--- config.mk ---
export PLATFORM = sky130hd
export DESIGN_NAME = oled_power_seq_flat
export DESIGN_NICKNAME = d
export VERILOG_FILES = /design/src/rtl/oled_power_seq_if.sv /design/src/rtl/oled_power_seq.sv /design/src/flat_wrapper.sv
export SDC_FILE = /design/constraint.sdc
export NUM_CORES = 1
export LEC_CHECK = 0
export CAP_MARGIN = 25
export CORE_MARGIN = 10
export CORE_UTILIZATION = 40
export CTS_CLUSTER_DIAMETER = 120
export DETAILED_ROUTE_END_ITERATION = 6
export GPL_TIMING_DRIVEN = 1
export PLACE_DENSITY = 0.9
export SKIP_LAST_GASP = 1
export SLEW_MARGIN = 30
export SYNTH_ARGS = -nofsm -noshare
export SYNTH_HDL_FRONTEND = slang
export SYNTH_SLANG_ARGS = --single-unit
--- constraint.sdc ---
create_clock -name clk -period 4.8 [get_ports clk]
set_input_delay 0.48 -clock clk [delete_from_list [all_inputs] [get_ports clk]]
set_output_delay 0.48 -clock clk [all_outputs]
set_load 0.05 [all_outputs]
--- src/rtl/oled_power_seq_if.sv ---
// Bus bundle between the OLED power sequencer, user drawing logic, the init
// command ROM and the SPI byte engine. master = sequencer side.
interface oled_power_seq_if #(
    parameter int MAX_BYTES = 15,
    parameter int N_CMDS    = 25
);
    localparam int LEN_W  = $clog2(MAX_BYTES + 1);
    localparam int IDX_W  = (N_CMDS > 1) ? $clog2(N_CMDS) : 1;
    localparam int DATA_W = MAX_BYTES * 8;

    logic              usr_valid;
    logic              usr_ready;
    logic              usr_dc;
    logic [LEN_W-1:0]  usr_len;
    logic [DATA_W-1:0] usr_data;
    logic              usr_done;

    logic [IDX_W-1:0]  rom_idx;
    logic [LEN_W-1:0]  rom_len;
    logic [DATA_W-1:0] rom_data;

    logic              tx_start;
    logic              tx_dc;
    logic [LEN_W-1:0]  tx_len;
    logic [DATA_W-1:0] tx_data;
    logic              tx_done;

    modport master (
        input  usr_valid, usr_dc, usr_len, usr_data, rom_len, rom_data, tx_done,
        output usr_ready, usr_done, rom_idx, tx_start, tx_dc, tx_len, tx_data
    );

    modport slave (
        output usr_valid, usr_dc, usr_len, usr_data, rom_len, rom_data, tx_done,
        input  usr_ready, usr_done, rom_idx, tx_start, tx_dc, tx_len, tx_data
    );
endinterface

--- src/rtl/oled_power_seq.sv ---
// OLED panel power lifecycle: power-up delay, reset pulse, init ROM walk with VCC ramp,
// settle, user pass-through, power-down. Optional macro OLED_SPI_TIMEOUT_EN adds an SPI watchdog.
module oled_power_seq #(
    parameter int MAX_BYTES  = 15,
    parameter int N_CMDS     = 25,
    parameter int VCC_IDX    = 23,
    parameter int PWR_CYC    = 2000000,
    parameter int RST_CYC    = 300,
    parameter int VCC_CYC    = 2500000,
    parameter int SETTLE_CYC = 10000000,
    parameter int PD_CYC     = 10000000
`ifdef OLED_SPI_TIMEOUT_EN
    ,
    parameter int TIMEOUT_CYC = 1000000
`endif
) (
    input  logic             clk,
    input  logic             rst,
    input  logic             pwr_on_req,
    input  logic             pwr_off_req,
    oled_power_seq_if.master bus,
    output logic             rst_out,
    output logic             vcc_en,
    output logic             pmod_en,
    output logic             active,
    output logic             fault
);
    localparam int LEN_W  = $clog2(MAX_BYTES + 1);
    localparam int IDX_W  = (N_CMDS > 1) ? $clog2(N_CMDS) : 1;
    localparam int DATA_W = MAX_BYTES * 8;

    localparam int MAX_A   = (PWR_CYC > RST_CYC) ? PWR_CYC : RST_CYC;
    localparam int MAX_B   = (MAX_A > VCC_CYC) ? MAX_A : VCC_CYC;
    localparam int MAX_C   = (MAX_B > SETTLE_CYC) ? MAX_B : SETTLE_CYC;
    localparam int CYC_MAX = (MAX_C > PD_CYC) ? MAX_C : PD_CYC;
    localparam int CNT_W   = $clog2(CYC_MAX) + 1;

    localparam logic [CNT_W-1:0]  PWR_LAST    = CNT_W'(PWR_CYC - 1);
    localparam logic [CNT_W-1:0]  RST_LAST    = CNT_W'(RST_CYC - 1);
    localparam logic [CNT_W-1:0]  VCC_LAST    = CNT_W'(VCC_CYC - 1);
    localparam logic [CNT_W-1:0]  SETTLE_LAST = CNT_W'(SETTLE_CYC - 1);
    localparam logic [CNT_W-1:0]  PD_LAST     = CNT_W'(PD_CYC - 1);
    localparam logic [IDX_W-1:0]  IDX_LAST    = IDX_W'(N_CMDS - 1);
    localparam logic [IDX_W-1:0]  IDX_VCC     = IDX_W'(VCC_IDX);
    // Display-off command, sent MSB byte first.
    localparam logic [DATA_W-1:0] PD_DATA     = DATA_W'(8'hAE) << (DATA_W - 8);

    typedef enum logic [3:0] {
        S_PWR_WAIT,
        S_RST_LOW,
        S_INIT,
        S_INIT_VCC,
        S_SETTLE,
        S_ACTIVE,
        S_PD_CMD,
        S_PD_VCC,
        S_OFF
    } state_t;

    state_t            state_q, state_d;
    logic [CNT_W-1:0]  cnt_q, cnt_d;
    logic [IDX_W-1:0]  idx_q, idx_d;
    logic              vcc_done_q, vcc_done_d;
    logic              busy_q, busy_d;
    logic              pend_q, pend_d;
    logic              tx_start_q, tx_start_d;
    logic              tx_dc_q, tx_dc_d;
    logic [LEN_W-1:0]  tx_len_q, tx_len_d;
    logic [DATA_W-1:0] tx_data_q, tx_data_d;
    logic              usr_ready_q, usr_ready_d;
    logic              usr_done_q, usr_done_d;
    logic              rst_out_q, rst_out_d;
    logic              vcc_en_q, vcc_en_d;
    logic              pmod_en_q, pmod_en_d;
    logic              active_q, active_d;

`ifdef OLED_SPI_TIMEOUT_EN
    localparam int               TMO_W    = $clog2(TIMEOUT_CYC) + 1;
    localparam logic [TMO_W-1:0] TMO_LAST = TMO_W'(TIMEOUT_CYC - 1);
    logic [TMO_W-1:0] tmo_q, tmo_d;
    logic             fault_q, fault_d;
`endif

    always_comb begin
        state_d    = state_q;
        cnt_d      = cnt_q + CNT_W'(1);
        idx_d      = idx_q;
        vcc_done_d = vcc_done_q;
        busy_d     = busy_q;
        pend_d     = pend_q;
        tx_start_d = 1'b0;
        tx_dc_d    = tx_dc_q;
        tx_len_d   = tx_len_q;
        tx_data_d  = tx_data_q;
        usr_done_d = 1'b0;
        rst_out_d  = rst_out_q;
        vcc_en_d   = vcc_en_q;
        pmod_en_d  = pmod_en_q;

        if (pwr_off_req && !(state_q inside {S_PD_CMD, S_PD_VCC, S_OFF}))
            pend_d = 1'b1;

        case (state_q)
            S_PWR_WAIT: begin
                if (cnt_q == PWR_LAST) begin
                    rst_out_d = 1'b0;
                    state_d   = S_RST_LOW;
                    cnt_d     = '0;
                end
            end
            S_RST_LOW: begin
                if (cnt_q == RST_LAST) begin
                    rst_out_d = 1'b1;
                    idx_d     = '0;
                    state_d   = S_INIT;
                    cnt_d     = '0;
                end
            end
            S_INIT: begin
                if (busy_q) begin
                    if (bus.tx_done) begin
                        busy_d = 1'b0;
                        if (idx_q == IDX_LAST) begin
                            state_d = S_SETTLE;
                            cnt_d   = '0;
                        end else begin
                            idx_d = idx_q + IDX_W'(1);
                        end
                    end
                end else if (idx_q == IDX_VCC && !vcc_done_q) begin
                    vcc_en_d = 1'b1;
                    state_d  = S_INIT_VCC;
                    cnt_d    = '0;
                end else begin
                    tx_start_d = 1'b1;
                    tx_dc_d    = 1'b0;
                    tx_len_d   = bus.rom_len;
                    tx_data_d  = bus.rom_data;
                    busy_d     = 1'b1;
                end
            end
            S_INIT_VCC: begin
                // Returning to INIT with idx unchanged re-issues the same ROM entry.
                if (cnt_q == VCC_LAST) begin
                    vcc_done_d = 1'b1;
                    state_d    = S_INIT;
                    cnt_d      = '0;
                end
            end
            S_SETTLE: begin
                if (cnt_q == SETTLE_LAST) begin
                    state_d = S_ACTIVE;
                    cnt_d   = '0;
                end
            end
            S_ACTIVE: begin
                if (busy_q) begin
                    if (bus.tx_done)
                        busy_d = 1'b0;
                end else if (pend_q) begin
                    pend_d  = 1'b0;
                    state_d = S_PD_CMD;
                    cnt_d   = '0;
                end else if (bus.usr_valid && usr_ready_q) begin
                    if (bus.usr_len != '0) begin
                        tx_start_d = 1'b1;
                        tx_dc_d    = bus.usr_dc;
                        tx_len_d   = bus.usr_len;
                        tx_data_d  = bus.usr_data;
                        busy_d     = 1'b1;
                    end else begin
                        usr_done_d = 1'b1;
                    end
                end
            end
            S_PD_CMD: begin
                if (busy_q) begin
                    if (bus.tx_done) begin
                        busy_d   = 1'b0;
                        vcc_en_d = 1'b0;
                        state_d  = S_PD_VCC;
                        cnt_d    = '0;
                    end
                end else begin
                    tx_start_d = 1'b1;
                    tx_dc_d    = 1'b0;
                    tx_len_d   = LEN_W'(1);
                    tx_data_d  = PD_DATA;
                    busy_d     = 1'b1;
                end
            end
            S_PD_VCC: begin
                if (cnt_q == PD_LAST) begin
                    pmod_en_d = 1'b0;
                    rst_out_d = 1'b1;
                    state_d   = S_OFF;
                    cnt_d     = '0;
                end
            end
            S_OFF: begin
                if (pwr_on_req) begin
                    pmod_en_d  = 1'b1;
                    vcc_done_d = 1'b0;
                    state_d    = S_PWR_WAIT;
                    cnt_d      = '0;
                end
            end
            default: begin
                state_d = S_OFF;
                cnt_d   = '0;
            end
        endcase

`ifdef OLED_SPI_TIMEOUT_EN
        // Watchdog on any outstanding transfer; a stuck engine forces a hard power-off.
        fault_d = fault_q;
        tmo_d   = busy_q ? tmo_q + TMO_W'(1) : '0;
        if (busy_q && !bus.tx_done && tmo_q == TMO_LAST) begin
            fault_d    = 1'b1;
            busy_d     = 1'b0;
            pend_d     = 1'b0;
            tx_start_d = 1'b0;
            vcc_en_d   = 1'b0;
            pmod_en_d  = 1'b0;
            rst_out_d  = 1'b1;
            state_d    = S_OFF;
            cnt_d      = '0;
        end
`endif

        usr_ready_d = (state_d == S_ACTIVE) && !busy_d && !pend_d;
        active_d    = (state_d == S_ACTIVE);
    end

    always_ff @(posedge clk) begin
        if (rst) begin
            state_q     <= S_PWR_WAIT;
            cnt_q       <= '0;
            idx_q       <= '0;
            vcc_done_q  <= 1'b0;
            busy_q      <= 1'b0;
            pend_q      <= 1'b0;
            tx_start_q  <= 1'b0;
            tx_dc_q     <= 1'b0;
            tx_len_q    <= '0;
            tx_data_q   <= '0;
            usr_ready_q <= 1'b0;
            usr_done_q  <= 1'b0;
            rst_out_q   <= 1'b1;
            vcc_en_q    <= 1'b0;
            pmod_en_q   <= 1'b1;
            active_q    <= 1'b0;
`ifdef OLED_SPI_TIMEOUT_EN
            tmo_q       <= '0;
            fault_q     <= 1'b0;
`endif
        end else begin
            state_q     <= state_d;
            cnt_q       <= cnt_d;
            idx_q       <= idx_d;
            vcc_done_q  <= vcc_done_d;
            busy_q      <= busy_d;
            pend_q      <= pend_d;
            tx_start_q  <= tx_start_d;
            tx_dc_q     <= tx_dc_d;
            tx_len_q    <= tx_len_d;
            tx_data_q   <= tx_data_d;
            usr_ready_q <= usr_ready_d;
            usr_done_q  <= usr_done_d;
            rst_out_q   <= rst_out_d;
            vcc_en_q    <= vcc_en_d;
            pmod_en_q   <= pmod_en_d;
            active_q    <= active_d;
`ifdef OLED_SPI_TIMEOUT_EN
            tmo_q       <= tmo_d;
            fault_q     <= fault_d;
`endif
        end
    end

    assign bus.rom_idx  = idx_q;
    assign bus.tx_start = tx_start_q;
    assign bus.tx_dc    = tx_dc_q;
    assign bus.tx_len   = tx_len_q;
    assign bus.tx_data  = tx_data_q;
    assign bus.usr_ready = usr_ready_q;
    // Real transfers complete with the engine's pulse; zero-length ones one cycle after accept.
    assign bus.usr_done = usr_done_q || (bus.tx_done && busy_q && state_q == S_ACTIVE);

    assign rst_out = rst_out_q;
    assign vcc_en  = vcc_en_q;
    assign pmod_en = pmod_en_q;
    assign active  = active_q;
`ifdef OLED_SPI_TIMEOUT_EN
    assign fault = fault_q;
`else
    assign fault = 1'b0;
`endif
endmodule

--- src/flat_wrapper.sv ---
// flat-port wrapper written by rule: the top's interface ports become plain ports
module oled_power_seq_flat 
#(
    parameter int MAX_BYTES  = 15,
    parameter int N_CMDS     = 25,
    parameter int VCC_IDX    = 23,
    parameter int PWR_CYC    = 2000000,
    parameter int RST_CYC    = 300,
    parameter int VCC_CYC    = 2500000,
    parameter int SETTLE_CYC = 10000000,
    parameter int PD_CYC     = 10000000

)
  (clk, rst, pwr_on_req, pwr_off_req, rst_out, vcc_en, pmod_en, active, fault, bus_usr_valid, bus_usr_dc, bus_usr_len, bus_usr_data, bus_rom_len, bus_rom_data, bus_tx_done, bus_usr_ready, bus_usr_done, bus_rom_idx, bus_tx_start, bus_tx_dc, bus_tx_len, bus_tx_data);
  oled_power_seq_if #(.MAX_BYTES(MAX_BYTES), .N_CMDS(N_CMDS)) bus_i ();
  input  logic clk;
  input  logic rst;
  input  logic pwr_on_req;
  input  logic pwr_off_req;
  output logic rst_out;
  output logic vcc_en;
  output logic pmod_en;
  output logic active;
  output logic fault;
  input wire logic [$bits(bus_i.usr_valid)-1:0] bus_usr_valid;
  input wire logic [$bits(bus_i.usr_dc)-1:0] bus_usr_dc;
  input wire logic [$bits(bus_i.usr_len)-1:0] bus_usr_len;
  input wire logic [$bits(bus_i.usr_data)-1:0] bus_usr_data;
  input wire logic [$bits(bus_i.rom_len)-1:0] bus_rom_len;
  input wire logic [$bits(bus_i.rom_data)-1:0] bus_rom_data;
  input wire logic [$bits(bus_i.tx_done)-1:0] bus_tx_done;
  output wire logic [$bits(bus_i.usr_ready)-1:0] bus_usr_ready;
  output wire logic [$bits(bus_i.usr_done)-1:0] bus_usr_done;
  output wire logic [$bits(bus_i.rom_idx)-1:0] bus_rom_idx;
  output wire logic [$bits(bus_i.tx_start)-1:0] bus_tx_start;
  output wire logic [$bits(bus_i.tx_dc)-1:0] bus_tx_dc;
  output wire logic [$bits(bus_i.tx_len)-1:0] bus_tx_len;
  output wire logic [$bits(bus_i.tx_data)-1:0] bus_tx_data;
  assign bus_i.usr_valid = bus_usr_valid;
  assign bus_i.usr_dc = bus_usr_dc;
  assign bus_i.usr_len = bus_usr_len;
  assign bus_i.usr_data = bus_usr_data;
  assign bus_i.rom_len = bus_rom_len;
  assign bus_i.rom_data = bus_rom_data;
  assign bus_i.tx_done = bus_tx_done;
  assign bus_usr_ready = bus_i.usr_ready;
  assign bus_usr_done = bus_i.usr_done;
  assign bus_rom_idx = bus_i.rom_idx;
  assign bus_tx_start = bus_i.tx_start;
  assign bus_tx_dc = bus_i.tx_dc;
  assign bus_tx_len = bus_i.tx_len;
  assign bus_tx_data = bus_i.tx_data;
  oled_power_seq #(.MAX_BYTES(MAX_BYTES), .N_CMDS(N_CMDS), .VCC_IDX(VCC_IDX), .PWR_CYC(PWR_CYC), .RST_CYC(RST_CYC), .VCC_CYC(VCC_CYC), .SETTLE_CYC(SETTLE_CYC), .PD_CYC(PD_CYC)) u_core (.clk(clk), .rst(rst), .pwr_on_req(pwr_on_req), .pwr_off_req(pwr_off_req), .bus(bus_i), .rst_out(rst_out), .vcc_en(vcc_en), .pmod_en(pmod_en), .active(active), .fault(fault));
endmodule
==> results of run 1 <==
per-stage QoR:
| stage | hold slack, ps | cell area, um2 | instances | setup WS, ps | power, mW |
|---|---|---|---|---|---|
| floorplan | 437 | 7550 | 869 | 2150 | 1.50 |
| global placement | 454 | 11500 | 1418 | 1470 | 1.73 |
| detailed placement | 463 | 11500 | 1419 | 1300 | 1.73 |
| CTS | 473 | 12100 | 1451 | 1180 | 3.09 |
| global route | 516 | 12100 | 1452 | 879 | 3.16 |
| finish | 470 | 12100 | 1452 | 1190 | 3.07 |
worst max-delay path, cell delays in order, from the launching register on:
cell and delay (ps):
sky130_fd_sc_hd__dfxtp_1 690, sky130_fd_sc_hd__nor2b_1 580, sky130_fd_sc_hd__nand2_1 350, sky130_fd_sc_hd__o21bai_1 230
sky130_fd_sc_hd__clkdlybuf4s50_1 860
flip-flops by register name (all words and copies together), names as in the netlist, 4 cells and up:
name	flops
u_core.bus.tx_len	4
u_core.cnt_q	25
u_core.bus.tx_data	120
u_core.bus.rom_idx	5
u_core.state_q	4
area by class of cell:
type	count	area share (%)
Inverter	7	0.217
Clock buffer	19	3.57
Timing Repair Buffer	399	33.0
Antenna cell	1	0.0207
Multi-Input combinational cell	610	31.6
Tap cell	234	2.42
Sequential cell	169	27.9
Clock inverter	13	1.19
layout by cell type (no fill, tap or decap), types with 4 or more instances in the layout:
master and n:
sky130_fd_sc_hd__nand4_1 5, sky130_fd_sc_hd__a22oi_1 120, sky130_fd_sc_hd__and3_1 14, sky130_fd_sc_hd__nor4b_1 5
sky130_fd_sc_hd__nor2b_1 6, sky130_fd_sc_hd__clkinv_4 4, sky130_fd_sc_hd__buf_4 6, sky130_fd_sc_hd__nand3_1 12
sky130_fd_sc_hd__clkdlybuf4s50_1 390, sky130_fd_sc_hd__dfxtp_1 169, sky130_fd_sc_hd__xor2_1 19, sky130_fd_sc_hd__xnor2_1 9
sky130_fd_sc_hd__or3_1 5, sky130_fd_sc_hd__a211oi_1 132, sky130_fd_sc_hd__nor2_1 169, sky130_fd_sc_hd__and4_1 4
sky130_fd_sc_hd__clkbuf_16 17, sky130_fd_sc_hd__o21bai_1 5, sky130_fd_sc_hd__inv_1 7, sky130_fd_sc_hd__nor4_1 9
sky130_fd_sc_hd__o21ai_0 8, sky130_fd_sc_hd__nand2_1 28, sky130_fd_sc_hd__nor3_1 11, sky130_fd_sc_hd__a21oi_1 11
per-layer routing:
layer,part of all wire (%),wire (um)
met1,38,11900
met2,50,15300
met3,10,3230
met4,1.8,549
met5,0.039,12
report_power, final:
part	switching (mW)	total (mW)	internal (mW)
clock network	0.588	1.36	0.772
registers	0.00258	1.41	1.40
logic	0.0889	0.299	0.210
path summary, 6_finish.rpt:
path	from	end
worst max-delay path	u_core.state_q[2]	bus_usr_done
worst min-delay path	u_core.bus.tx_dc	u_core.bus.tx_dc
worst max register to register	u_core.state_q[2]	u_core.bus.tx_data[63]
worst min register to register	u_core.bus.tx_dc	u_core.bus.tx_dc
cells by family (layout without fill, tap and decap cells):
kind of cell | Yosys count | after routing
xor+xnor | 28 | 28
flops | 169 | 169
compound gates | 285 | 285
mux | 2 | 2
simple gates | 291 | 291
fa+ha+maj | 3 | 3
buf+inv | 90 | 438
other cells | 1 | 2
==> impl_metrics.tcl, run 1 <==
set metrics [dict create \
    outcome "finished, final reports clean" \
    worst-path-max-fanout 18 \
    kind_of_launch_point_of_the_worst_setup_path "flip-flop" \
    die-area_mm2 0.0248 \
    synth.most_common_cell "sky130_fd_sc_hd__nor2_1" \
    finalCoreUtilization_pct 65.0 \
    post_synth_and_or_nand_nor_area_fraction_pct 17.9 \
    rows 50 \
    max_slew_violation_count 0 \
    synthCells 869 \
    syn-mean-instance-area_um2 8.69 \
    ios 393 \
    num-fill-cells 1516 \
    place.gp.congestion 0.941 \
    count_of_nets_left_with_antenna_violations_after_detail_routing 0 \
    insertion_delay_ps 420 \
    placement.io_buffers 391 \
    total_iterations_of_the_first_detailed_routing_run 6 \
    post_cts.resized_instances 0 \
    first_pass_grt_wire_length_um 44700 \
    cts_num_sinks 169 \
    synth-async-reset-ratio_pct 0 \
    ff2ff_path_depth 7 \
    cellLeakagePower_nw 4.29 \
    placeableCoreArea_mm2 0.0186 \
    synthToLayoutAreaGrowth_pct 60.4 \
    regToRegSetupSlack_ps 1190 \
    sequential_cell_area_mm2 0.00338 \
    finalCriticalPeriod_ps 3610 \
    viasPerCell 5.57 \
    grt-busiest-layer "met2" \
    count_of_hold_fix_buffers_inserted_at_cts 0 \
    grt_pass1_vias 7840 \
    hold_path.class "reg -> reg" \
    worst-setup-path-type "reg -> out" \
    layout-drive-gt1-share_pct 4.27 \
    timing.critical_path.required_ps 4320 \
    synth_top_family_by_area "compound AO/OA/AOI/OAI gates" \
    timing.critical_path.arrival_ps 3130 \
    dieHeight_um 157 \
    grt_antenna_before_repair 2 \
    synthesis.area_mm2 0.00755 \
    crit_path_end_kind "output port" \
    routed-via-count 8089 \
    number_of_enable_flip_flop_cells_after_synthesis 0 \
    timing.final.hold_violations 0 \
    clockBufferDepth 2 \
    initialDrtViolationCount 665 \
    final_min_period_over_clock_period_pct 75.1 \
    hold_depth 2 \
    report.final.setup_viol 0 \
    number_of_distinct_standard_cells_referenced_by_the_synthesized_netlist 47 \
    die_width_um 157 \
    synth.yosys.warnings 0 \
    cts_made_buffers 17 \
    grtUsageMet1_pct 26.2 \
    worst-slew-pin-transition_ps 852 \
    largest_net_degree_at_the_start_of_global_routing 148 \
    synth.top_cell.area_share_pct 44.8 \
    postSynthNetCount 1127 \
    floorplan.initialDensity_pct 40.5 \
    postSynth.topFlopCell "sky130_fd_sc_hd__dfxtp_1" \
    drv_cap 0 \
    tritoncts "yes" \
    synth-adder-area-share_pct 0.497 \
    synth_compound_area_share_pct 28.3 \
    unrepaired_setup_endpoints_after_global_routing "no" \
    multiInputGateArea_mm2 0.00383 \
    achievable-frequency_mhz 277 \
    finalClockSkew_ps 10.8 \
    gr-usage-met2_pct 39.2 \
    ys_seq_area_share_pct 44.8 \
    place.detailed.hpwl_um 23900 \
    cts.reportedPaths.clkPinSlew_ps 70 \
    gr-total-overflow 0 \
    synth_top_cells_by_count "170 x sky130_fd_sc_hd__nor2_1, 169 x sky130_fd_sc_hd__dfxtp_1, 132 x sky130_fd_sc_hd__a211oi_1" \
    synth.ff_latch_count 169 \
    clock_tree.root_cell "sky130_fd_sc_hd__clkbuf_16" \
    post_cts.repair.setup_buffers 0 \
    drc_errors 0 \
    post_drt_wl_per_cell_um 21.3 \
    globalRouteTotalUtil_pct 23.1 \
    setup-tns-final_ps 0 \
    timing.slew.headroom_pct 43.2 \
    postRouteWirelength_um 31000 \
    final_nets 1462 \
    max-vdd-ir-drop_mv 0.202 \
    synth_area_leaders "sky130_fd_sc_hd__dfxtp_1 45%, sky130_fd_sc_hd__a211oi_1 13%, sky130_fd_sc_hd__a22oi_1 12%" \
    grt_util_met3_pct 9.28 \
    pwr_density_cell_mw_per_mm2 253 \
    yosys.area.top_type "sky130_fd_sc_hd__dfxtp_1" \
    parity_gate_share_of_the_synthesized_area_counting_xor_and_xnor_cells_pct 3.25 \
    cts-htree-levels 4 \
    synth.area.mux_share_pct 0.282 \
]
No activity file was read; power rests on OpenSTA's default activity.
==> run 2, diff against run 1 <==
--- a/config.mk
+++ b/config.mk
@@ -7,11 +7,11 @@
 export LEC_CHECK = 0
 export CAP_MARGIN = 25
 export CORE_MARGIN = 10
-export CORE_UTILIZATION = 40
+export CORE_UTILIZATION = 36
 export CTS_CLUSTER_DIAMETER = 120
 export DETAILED_ROUTE_END_ITERATION = 6
 export GPL_TIMING_DRIVEN = 1
-export PLACE_DENSITY = 0.9
+export PLACE_DENSITY = 0.86
 export SKIP_LAST_GASP = 1
 export SLEW_MARGIN = 30
 export SYNTH_ARGS = -nofsm -noshare
==> constraint.sdc (replaced) <==
create_clock -name clk -period 2.93 [get_ports clk]
set_input_delay 0.293 -clock clk [delete_from_list [all_inputs] [get_ports clk]]
set_output_delay 0.293 -clock clk [all_outputs]
set_load 0.05 [all_outputs]
==> run 2 against run 1 <==
  * Routed wire length is 1.1% lower
  * Critical path type is now reg -> reg
  * Via count decreased by 0.58%
  * Non-clock buffer count rose by 10
  * Count of clock-buffer cells in the layout is the same
  * Cell count increased by 3.3%
  * Die area grew 9.7%
  * Cell area is 1.3% higher
  * Largest cell class unchanged
  * Sequential share of layout area down 0.34 points
  * Hold slack got worse by 140 ps
  * Core utilization fell by 4.9 points
  * Worst setup slack worse by 1000 ps
==> impl_metrics.tcl, run 2 (synthesis results as in run 1) <==
set metrics [dict create \
    ios 393 \
    gr-total-overflow 0 \
    finalClockSkew_ps 19.4 \
    non_filler_instance_count_after_layout 1500 \
    grt_antenna_before_repair 2 \
    kind_of_launch_point_of_the_worst_setup_path "flip-flop" \
    layout-drive-gt1-share_pct 5.13 \
    final_min_period_over_clock_period_pct 94.2 \
    drc_errors 0 \
    finalCriticalPeriod_ps 2760 \
    clockBufferDepth 2 \
    cts-htree-levels 4 \
    dieHeight_um 165 \
    outcome "finished, final reports clean" \
    timing.critical_path.required_ps 3240 \
    cts_made_buffers 17 \
    die_width_um 165 \
    cts_num_sinks 169 \
    setup-tns-final_ps 0 \
    postRouteWirelength_um 30700 \
    synthToLayoutAreaGrowth_pct 62.4 \
    instance_count_after_placement_with_tap_cells_included 1465 \
    layout.cells.most_common_list "389 x sky130_fd_sc_hd__clkdlybuf4s50_1, 169 x sky130_fd_sc_hd__nor2_1, 169 x sky130_fd_sc_hd__dfxtp_1" \
    timing.final.hold_violations 0 \
    worst-path-max-fanout 25 \
    viasPerCell 5.36 \
    cellLeakagePower_nw 4.35 \
    hold_path.class "in -> reg" \
    cts.reportedPaths.clkPinSlew_ps 70 \
    placement.io_buffers 391 \
    worst-setup-path-type "reg -> reg" \
    rows 52 \
    unrepaired_setup_endpoints_after_global_routing "no" \
    num-fill-cells 1748 \
    max_slew_violation_count 0 \
    count_of_nets_left_with_antenna_violations_after_detail_routing 0 \
    largest_register_ff_count 120 \
    die-area_mm2 0.0272 \
    pwr_density_cell_mw_per_mm2 408 \
    tritoncts "yes" \
    globalRouteTotalUtil_pct 21.1 \
    final_nets 1472 \
    floorplan.initialDensity_pct 37.0 \
    insertion_delay_ps 430 \
    placeableCoreArea_mm2 0.0204 \
    uppermost_layer_routed "met4" \
    achievable-frequency_mhz 362 \
    place.detailed.hpwl_um 24000 \
    total_iterations_of_the_first_detailed_routing_run 7 \
    report.final.setup_viol 0 \
    regToRegSetupSlack_ps 170 \
    grt_pass1_vias 7914 \
    drv_cap 0 \
    clock_tree.root_cell "sky130_fd_sc_hd__clkbuf_16" \
    timing.critical_path.arrival_ps 3070 \
    place.gp.congestion 0.883 \
    max-vdd-ir-drop_mv 0.353 \
    wl_met2_um 15000 \
    met3WireLength_um 3160 \
    wirelength_met1_um 11800 \
    initialDrtViolationCount 658 \
    crit_path_end_kind "flip-flop" \
    first_pass_grt_wire_length_um 45200 \
    worst-slew-pin-transition_ps 804 \
    largest_net_degree_at_the_start_of_global_routing 161 \
    count_of_hold_fix_buffers_inserted_at_cts 0 \
    routed-via-count 8042 \
    post_drt_wl_per_cell_um 20.4 \
    layout_commonest_cell "sky130_fd_sc_hd__clkdlybuf4s50_1" \
    timing.slew.headroom_pct 46.4 \
]
==> run 2: layout make-up <==
cell class | instances | area (um2) | share of cell area (%)
sequential | 169 | 3380 | 27.6
clock buffer | 19 | 443 | 3.61
multi-input combinational | 610 | 3820 | 31.2
clock inverter | 13 | 135 | 1.10
tap | 270 | 338 | 2.75
timing repair buffer | 409 | 4110 | 33.5
antenna | 3 | 7.51 | 0.0612
inverter | 7 | 26.3 | 0.214
==> run 2: worst paths after layout <==
path	cells after the start	startpoint	end
worst max register to register	7	u_core.cnt_q[15]	u_core.cnt_q[19]
worst min register to register	2	u_core.bus.tx_dc	u_core.bus.tx_dc
worst max-delay path	7	u_core.cnt_q[15]	u_core.cnt_q[19]
worst min-delay path	3	rst	u_core.state_q[0]
==> run 2: routing by layer <==
layer | global-route usage, % | vias up
met5 | 0 | -
met4 | 7.73 | 0
met3 | 8.07 | 38
met2 | 34.8 | 369
met1 | 24.5 | 3704
li1 | - | 3931
==> run 2: what timing repair did <==
| item | CTS | global route |
|---|---|---|
| gates resized for setup | 0 | 1 |
| endpoints found under the hold margin | 0 | 0 |
| setup endpoints to repair | 0 | 1 |
| setup buffers | 0 | 0 |
==> run 2: worst max-delay path, cell delays in order, from the launching register on <==
cell and delay [ps]:
sky130_fd_sc_hd__dfxtp_1 360, sky130_fd_sc_hd__or4b_1 520, sky130_fd_sc_hd__or4_4 530, sky130_fd_sc_hd__o41ai_4 430
sky130_fd_sc_hd__a41oi_2 200, sky130_fd_sc_hd__a311oi_4 340, sky130_fd_sc_hd__buf_12 200, sky130_fd_sc_hd__nor2_1 60
==> run 2: report_power, final <==
| group | total, mW | switching (mW) | internal, mW |
|---|---|---|---|
| sequential | 2.30 | 0.00446 | 2.30 |
| combinational | 0.489 | 0.143 | 0.346 |
| clock | 2.21 | 0.991 | 1.22 |
==> run 2: per-stage QoR <==
stage	utilization, %	hold WS (ps)	area [um2]	total power [mW]	worst slack (ps)
2_1_floorplan	-	437	7550	2.47	276
3_3_place_gp	57.1	454	11700	2.84	228
3_5_place_dp	57.1	462	11700	2.84	185
4_1_cts	60.0	292	12200	5.05	132
5_1_grt	60.0	347	12300	5.17	67.9
6_report	60.0	328	12300	5.00	171
==> run 3, diff against run 2 <==
--- a/config.mk
+++ b/config.mk
@@ -10,6 +10,7 @@
 export CORE_UTILIZATION = 36
 export CTS_CLUSTER_DIAMETER = 120
 export DETAILED_ROUTE_END_ITERATION = 6
+export GPL_ROUTABILITY_DRIVEN = 0
 export GPL_TIMING_DRIVEN = 1
 export PLACE_DENSITY = 0.86
 export SKIP_LAST_GASP = 1
==> run 3 against run 2 <==
  * Cell area increased by 0.13%
  * Via count increased by 0.62%
  * First-iteration DRC count increased by 5.3%
  * Sequential share of layout area about the same
  * Count of clock-buffer cells in the layout decreased by 2
  * Global-route usage increased by 0.14 points
  * Critical path depth unchanged
  * Largest cell class unchanged
  * Largest power group unchanged
  * Fmax decreased by 0.99%
  * Routed wire length increased by 1.3%
  * Cell count decreased by 0.20%
  * Sequential power about the same
==> impl_metrics.tcl, run 3 (synthesis results as in run 1) <==
set metrics [dict create \
    worstSetupEndpoint "u_core.cnt_q[19]" \
    clock_tree.root_cell "sky130_fd_sc_hd__clkbuf_16" \
    r2r_start "u_core.cnt_q[15]" \
    ff2ff_path_depth 7 \
    post_cts.repair.setup_buffers 0 \
    final_min_period_over_clock_period_pct 95.1 \
    finalCoreUtilization_pct 60.1 \
    regToRegSetupSlack_ps 140 \
    largest_net_degree_at_the_start_of_global_routing 161 \
    finalWorstSetupSlack_ps 143 \
    placeableCoreArea_mm2 0.0204 \
    wl_met2_um 15400 \
    max_slew_violation_count 0 \
    finalClockSkew_ps 8.94 \
    cts_made_buffers 17 \
    ios 393 \
    clockBufferDepth 2 \
    layout-drive-gt1-share_pct 5.14 \
    drv_cap 0 \
    largest_register_ff_count 120 \
    uppermost_layer_routed "met4" \
    total_iterations_of_the_first_detailed_routing_run 6 \
    achievable-frequency_mhz 359 \
    unrepaired_setup_endpoints_after_global_routing "no" \
    globalRouteTotalUtil_pct 21.3 \
    gr-total-overflow 0 \
    outcome "finished, final reports clean" \
    count_of_hold_fix_buffers_inserted_at_cts 0 \
    tritoncts "yes" \
    non_filler_instance_count_after_layout 1497 \
    hold_path.class "in -> reg" \
    report.final.setup_viol 0 \
    setup.worst_path.start "u_core.cnt_q[15]" \
    wirelength_met1_um 11700 \
    viasPerCell 5.41 \
    post_cts.resized_instances 0 \
    pwr_density_cell_mw_per_mm2 416 \
    die_width_um 165 \
    worst-setup-path-type "reg -> reg" \
    die-area_mm2 0.0272 \
    dieHeight_um 165 \
    placedInstanceArea_mm2 0.0117 \
    timing.critical_path.arrival_ps 3100 \
    count_of_nets_left_with_antenna_violations_after_detail_routing 0 \
    cts_num_sinks 169 \
    timing.slew.headroom_pct 45.3 \
    timing.critical_path.required_ps 3240 \
    layout_commonest_cell "sky130_fd_sc_hd__clkdlybuf4s50_1" \
    finalCriticalPeriod_ps 2790 \
    stdcell_area_mm2 0.0123 \
    regToRegEndpoint "u_core.cnt_q[19]" \
    kind_of_launch_point_of_the_worst_setup_path "flip-flop" \
    synthToLayoutAreaGrowth_pct 62.6 \
    total_power_mw 5.10 \
    worst-slew-pin-transition_ps 821 \
    insertion_delay_ps 430 \
    cts-htree-levels 4 \
    place.detailed.hpwl_um 24000 \
    drc_errors 0 \
    initialDrtViolationCount 693 \
    crit_path_end_kind "flip-flop" \
    preCtsSetupSlack_ps 125 \
    cts.reportedPaths.clkPinSlew_ps 70 \
    setup-tns-final_ps 0 \
    rows 52 \
    postRouteWirelength_um 31000 \
    post_drt_wl_per_cell_um 20.7 \
    worst-path-max-fanout 25 \
    timing.final.hold_violations 0 \
    routed-via-count 8092 \
    final_nets 1472 \
    grt_pass1_vias 7792 \
    layout.cells.most_common_list "389 x sky130_fd_sc_hd__clkdlybuf4s50_1, 169 x sky130_fd_sc_hd__nor2_1, 169 x sky130_fd_sc_hd__dfxtp_1" \
    num-fill-cells 1752 \
    cellLeakagePower_nw 4.36 \
    finalHoldWorstSlack_ps 328 \
    max-vdd-ir-drop_mv 0.380 \
    first_pass_grt_wire_length_um 45300 \
    instance_count_after_placement_with_tap_cells_included 1465 \
    placement.io_buffers 391 \
    grt_antenna_before_repair 1 \
    floorplan.initialDensity_pct 37.0 \
    met3WireLength_um 3480 \
]
## run 3: how the worst min path moves through the flow
stage	start	cells after the start	end	slack (ps)
finish	rst	3	u_core.state_q[0]	330
floorplan	u_core.cnt_q[0]	1	u_core.cnt_q[0]	440
global placement	u_core.bus.tx_dc	2	u_core.bus.tx_dc	450
detailed placement	u_core.bus.tx_dc	2	u_core.bus.tx_dc	470
CTS	rst	3	u_core.state_q[1]	290
global route	rst	3	u_core.state_q[1]	330
## run 3: report_power, final
group          switching, mW  internal [mW]  total (mW)
Sequential           0.00432           2.30        2.31
Clock                  0.963           1.34        2.31
Combinational          0.145          0.346       0.491
Total                   1.11           3.99        5.10
## run 3: metal layers
metal | global-route usage [%] | vias up
met1 | 24.5 | 3719
met3 | 8.59 | 30
li1 | - | 3937
met4 | 6.36 | 0
met2 | 35.6 | 406
met5 | 0 | -
## run 3: area by class of cell
type / instances / area (um2) / share of cell area, %
tap: 270 / 338 / 2.75
clock buffer: 17 / 425 / 3.46
sequential: 169 / 3380 / 27.6
timing repair buffer: 409 / 4110 / 33.4
inverter: 7 / 26.3 / 0.214
clock inverter: 14 / 174 / 1.42
antenna: 1 / 2.50 / 0.0204
multi-input combinational: 610 / 3820 / 31.1
## run 3: critical path: stages (launching register included)
cell and delay (ps):
sky130_fd_sc_hd__dfxtp_1 370, sky130_fd_sc_hd__or4b_1 530, sky130_fd_sc_hd__or4_4 530, sky130_fd_sc_hd__o41ai_4 430, sky130_fd_sc_hd__a41oi_2 190, sky130_fd_sc_hd__a311oi_4 350, sky130_fd_sc_hd__buf_12 210, sky130_fd_sc_hd__nor2_1 70
